File: src/rtl/regfile_2r1w_pkg.sv
// Shared widths and types for the 32x32 two-read/one-write register file.
package regfile_2r1w_pkg;

  localparam int unsigned REG_COUNT  = 32;
  localparam int unsigned REG_ADDR_W = 5;
  localparam int unsigned REG_DATA_W = 32;

  typedef logic [REG_ADDR_W-1:0] reg_addr_t;
  typedef logic [REG_DATA_W-1:0] reg_data_t;

  localparam reg_addr_t ZERO_REG = 5'd0;

endpackage

File: src/rtl/regfile_2r1w_decoder.sv
// Enable-gated 5-to-32 one-hot decoder producing per-register write strobes.
module decoder1to32
  import regfile_2r1w_pkg::*;
(
  input  logic                 i_enable,
  input  reg_addr_t            i_addr,
  output logic [REG_COUNT-1:0] o_onehot_c
);

  always_comb begin
    o_onehot_c = '0;
    if (i_enable) begin
      o_onehot_c[i_addr] = 1'b1;
    end
  end

endmodule

File: src/rtl/regfile_2r1w_mux.sv
// 32:1 selector of 32-bit words, used once per read port.
module mux32to1by32
  import regfile_2r1w_pkg::*;
(
  input  reg_data_t [REG_COUNT-1:0] i_data,
  input  reg_addr_t                 i_sel,
  output reg_data_t                 o_data_c
);

  assign o_data_c = i_data[i_sel];

endmodule

File: src/rtl/regfile_2r1w.sv
// 32-entry x 32-bit register file: two combinational read ports, one synchronous
// write port, register 0 hardwired to zero, optional write-to-read forwarding.
module regfile_2r1w
  import regfile_2r1w_pkg::*;
#(
  parameter bit BYPASS = 1'b1
) (
  input  logic      clk,
  input  logic      rst_n,
  input  logic      reg_write,
  input  reg_addr_t write_addr,
  input  reg_data_t write_data,
  input  reg_addr_t read_addr1,
  input  reg_addr_t read_addr2,
  output reg_data_t read_data1,
  output reg_data_t read_data2
);

  logic [REG_COUNT-1:0]      w_dec;
  logic [REG_COUNT-1:0]      w_we;
  reg_data_t                 r_regs [1:REG_COUNT-1];
  reg_data_t [REG_COUNT-1:0] w_rd_vec;
  reg_data_t                 w_mux1;
  reg_data_t                 w_mux2;
  logic                      w_wr_live;
  logic                      w_fwd1;
  logic                      w_fwd2;

  decoder1to32 u_dec (
    .i_enable   (reg_write),
    .i_addr     (write_addr),
    .o_onehot_c (w_dec)
  );

  // Register 0 is never written, whatever the decoder says.
  assign w_we = {w_dec[REG_COUNT-1:1], 1'b0};

  for (genvar g = 1; g < REG_COUNT; g++) begin : g_store
    always_ff @(posedge clk or negedge rst_n) begin
      if (!rst_n) begin
        r_regs[g] <= '0;
      end else if (w_we[g]) begin
        r_regs[g] <= write_data;
      end
    end
  end

  always_comb begin
    w_rd_vec    = '0;
    for (int unsigned i = 1; i < REG_COUNT; i++) begin
      w_rd_vec[i] = r_regs[i];
    end
  end

  mux32to1by32 u_mux1 (
    .i_data   (w_rd_vec),
    .i_sel    (read_addr1),
    .o_data_c (w_mux1)
  );

  mux32to1by32 u_mux2 (
    .i_data   (w_rd_vec),
    .i_sel    (read_addr2),
    .o_data_c (w_mux2)
  );

  // Forwarding is suppressed during reset so both ports read zero while it is held.
  assign w_wr_live = BYPASS && rst_n && reg_write && (write_addr != ZERO_REG);
  assign w_fwd1    = w_wr_live && (write_addr == read_addr1);
  assign w_fwd2    = w_wr_live && (write_addr == read_addr2);

  assign read_data1 = w_fwd1 ? write_data : w_mux1;
  assign read_data2 = w_fwd2 ? write_data : w_mux2;

endmodule
File: config.mk
export PLATFORM = sky130hd
export DESIGN_NAME = regfile_2r1w
export DESIGN_NICKNAME = d
export VERILOG_FILES = /design/src/rtl/regfile_2r1w_pkg.sv /design/src/rtl/regfile_2r1w_decoder.sv /design/src/rtl/regfile_2r1w_mux.sv /design/src/rtl/regfile_2r1w.sv
export SDC_FILE = /design/constraint.sdc
export NUM_CORES = 2
export LEC_CHECK = 0
export BUFFER_PORTS_ARGS = -buffer_cell sky130_fd_sc_hd__clkbuf_2
export CAP_MARGIN = 20
export CORE_ASPECT_RATIO = 1.25
export CORE_MARGIN = 2
export CORE_UTILIZATION = 45
export DETAILED_ROUTE_END_ITERATION = 7
export GPL_ROUTABILITY_DRIVEN = 1
export PLACE_DENSITY = 0.67
export SLEW_MARGIN = 0
export SYNTH_ARGS = -nofsm -noshare
export SYNTH_HDL_FRONTEND = slang
export SYNTH_SLANG_ARGS = --single-unit
File: constraint.sdc
create_clock -name clk -period 2.2 [get_ports clk]
set_input_delay 0.11 -clock clk [delete_from_list [all_inputs] [get_ports clk]]
set_output_delay 0.11 -clock clk [all_outputs]
set_load 0.1 [all_outputs]
==> reports/qor.log <==
qor: die.die_height 390.2 um
qor: cells_and_area.layout.cells.most_common_list mux2_2, dfrtp_1, mux4_2
qor: pwr.internal_power 40030 uW
qor: worst_setup_path.critPathRequiredTime 2.09 ns
qor: worst_setup_path.setup.worst_path.start r_regs[168]$_DFFE_PN0P_
qor: sta.timing.final.hold_violations 0
qor: synth.synth_warnings 0
qor: worst_setup_path.timing.critical_path.buf_inv 1
qor: pwr.power_frac_comb 0.272
qor: detailed_routing.vias_after_detailed_routing 37774
qor: grt.grt_pass1_wl 261000 um
qor: detailed_routing.drt_pass1_iterations 6
qor: sta.slew_headroom 0.2788
qor: placed_design.place_worst_setup_slack -0.5494 ns
qor: synth.async_reset_ff_frac 1.000
qor: hold_path.worstHoldStart write_data[22]
qor: worst_setup_path.slowest_delay 0.47 ns
qor: clock_network.root_buffer clkbuf_16
qor: synth.synth_ff_type dfrtp_1
qor: detailed_routing.post-route-drc-count 0
qor: worst_setup_path.ordered_list_of_cells_on_the_worst_path mux4_2 > mux2_4 > a221oi_4 > nand2_2 > o211a_4 > buf_12
qor: sta.fin_ws -0.7002 ns
qor: sta.worst_slew_pin_slew 1.079 ns
qor: clock_network.cts_tree built
qor: pwr.cellPowerDensity 871.1 nW/um2
qor: pwr.p_clk_frac 0.302
qor: worst_setup_path.worstReg2RegStart r_regs[244]$_DFFE_PN0P_
qor: cells_and_area.reg.largest.list r_regs (992)
qor: pwr.worst_ir_drop_vdd 644.4 uV
qor: grt.largest_net_degree_at_the_start_of_global_routing 159
qor: synth.synth_area_leaders dfrtp_1, mux2_2, mux4_2
qor: sta.fmax 344.8 MHz
qor: sta.post-route-period-util 1.318
qor: grt.number_of_global_route_vias_before_repair 39246
qor: placed_design.placement.cell_area 60370 um2
qor: hold_path.timing.hold.worst.class in -> reg
qor: clock_network.htree_levels 3
qor: clock_network.cts_max_path_buffers 3
qor: die.design.core.area 118400 um2
qor: pwr.power_frac_seq 0.426
qor: pwr.leakagePower 0.02857 uW
qor: worst_setup_path.start_kind flip-flop
qor: cells_and_area.registers.top_by_ff_count r_regs
qor: pwr.switching_share 0.3018
qor: cells_and_area.design_area 65820 um2
qor: cells_and_area.layout.nets 4174
qor: outcome.violated_checks negative setup slack
qor: grt.grt_antenna_before_repair 12
qor: cells_and_area.largest_reg_flops 992
qor: detailed_routing.route.detailed.wl_per_inst 30.13 um
qor: synth.post_synth_instance_area 53700 um2
qor: worst_setup_path.critPathMaxFanout 2
qor: detailed_routing.drt.antenna.violating_nets 0
qor: cells_and_area.n_fill_cell 9375
qor: pwr.totalPowerFinal 57330 uW
qor: clock_network.num_cts_buffers 100
qor: synth.post-synth-top-area-cell dfrtp_1
qor: cells_and_area.mostFrequentLayoutCell mux2_2
qor: die.std_cell_rows 141
qor: detailed_routing.drt_total_wl 174100 um
qor: outcome.outcome finished with violations
qor: job.maxCapViolCount 0
qor: cells_and_area.fraction_of_final_layout_cells_with_drive_strength_greater_than_1 0.5766
qor: sta.setup_repair_after_global_routing_missed_its_margin true
qor: synth.number_of_distinct_standard_cells_referenced_by_the_synthesized_netlist 52
qor: worst_setup_path.worst_ep_arrival_time 2.79 ns
qor: die.io-pin-count 114
qor: synth.post_synth_inst_count 3848
qor: synth.synth_top_area_share 0.4622
qor: sta.timing.clock.skew 0 ns
qor: die.initial_core_util 0.4537
qor: pwr.psw 17300 uW
qor: worst_setup_path.critical_path_class reg -> out
qor: sta.finalSetupViolations 64
qor: grt.overflow 0
qor: synth.yosys_register_bits 992
qor: worst_setup_path.end_kind output port
qor: placed_design.io_buffers 113
qor: sta.timing.final.max_slew_violations 0
qor: placed_design.dp_hpwl 109800 um
qor: placed_design.finalWeightedCongestion 0.8610
qor: synth.syn_area_per_cell 13.96 um2
qor: detailed_routing.post_drt_via_cell_ratio 6.535
qor: synth.count_of_flip_flops_with_a_built_in_enable_after_synthesis 0
qor: clock_network.clk_latency 0.71 ns
qor: cells_and_area.synthToLayoutAreaGrowth 22.56%
qor: die.chipWidth 313.0 um
qor: synth.synth_nets 3898
qor: clock_network.numClockSinks 992
qor: synth.synth_seq_area_share 0.4622
qor: worst_setup_path.critical-path-slowest-cell mux4_2
qor: sta.fin_crit 2.900 ns
qor: worst_setup_path.worst_path_dominant_cell_family multiplexers
qor: clock_network.clk_transition_reported_paths 0.06 ns
qor: die.fp.dieArea 122100 um2
qor: detailed_routing.drtIter0Drc 4208
qor: grt.grt.total_usage 0.2859
-- power by group through the flow --
stage	Sequential [uW]	Clock (uW)	Combinational, uW
final	24400	17300	15600
after global routing	24800	18300	16500
after CTS	24300	17500	15300
after detailed placement	24600	0	14100
after global placement	24400	0	13800
after floorplan	23700	0	9940
-- cells by family (layout without fill, tap and decap cells) --
group	after synthesis	in the layout	synth area share
AO/OA/AOI/OAI	452	452	0.06193
multiplexers	1549	1549	0.4049
other	0	1	0
flip-flops	992	992	0.4622
AND/OR/NAND/NOR	419	419	0.03227
buffers and inverters	426	784	0.03702
XOR/XNOR	10	10	0.001631
-- cell type report --
class	count	area, um2	area share
Timing Repair Buffer	593	6761	0.1027
Clock buffer	153	3003	0.04562
Multi-Input combinational cell	2430	28940	0.4396
Clock inverter	31	300.3	0.004562
Sequential cell	992	24820	0.3771
Tap cell	1573	1968	0.02990
Inverter	7	26.28	0.0003992
Antenna cell	1	2.502	0.00003802
-- path summary, 6_finish.rpt --
path	slack [ns]	endpoint	cells after the start
max	-0.70	read_data1[8]	6
max in group asynchronous	0.71	r_regs[176]$_DFFE_PN0P_	4
min in group asynchronous	0.11	r_regs[251]$_DFFE_PN0P_	3
min reg2reg	0.50	r_regs[768]$_DFFE_PN0P_	2
max reg2reg	1.21	r_regs[244]$_DFFE_PN0P_	3
min	0.06	r_regs[726]$_DFFE_PN0P_	2
-- synthesized netlist by cell type (8+ instances only) --
library cell	number
mux2_2	1048
dfrtp_1	992
mux4_2	311
nand2_1	286
clkbuf_1	228
buf_2	133
mux2i_1	126
a221oi_1	121
o21ai_0	113
nor2_1	82
o22ai_1	81
o221ai_1	67
mux4_1	62
o211a_1	26
buf_1	20
buf_4	20
o311ai_1	16
buf_6	12
o311ai_0	10
nand3_1	8
o21ai_1	8
-- routing by layer --
| layer | part of all wire | track usage | up-vias |
|---|---|---|---|
| li1 | - | - | 15358 |
| met4 | 0.043 | 0.1247 | 18 |
| met2 | 0.47 | 0.4521 | 1813 |
| met1 | 0.40 | 0.3831 | 20136 |
| met3 | 0.087 | 0.05818 | 449 |
| met5 | 0.00062 | 0 | - |
-- repair_timing --
| action | 4_1_cts | 5_1_grt |
|---|---|---|
| hold endpoints to repair | 178 | 0 |
| pin swaps | 106 | 39 |
| setup buffers | 70 | 15 |
| gates resized for setup | 263 | 66 |
| endpoints found under the setup margin | 64 | 64 |
| hold buffers | 10 | 0 |
-- stage by stage --
step	hold WS (ns)	utilization	cells	setup TNS [ns]
6_report	0.05657	0.5560	5780	-26.06
5_1_grt	0.07506	0.5560	5779	-29.47
4_1_cts	0.007127	0.5521	5767	-28.30
3_5_place_dp	0.3080	0.5100	5517	-7.570
3_3_place_gp	0.3052	0.5100	5517	-7.092
2_1_floorplan	-0.1856	-	3848	-1.426
Note: power is estimated with default switching activity, not from simulation.
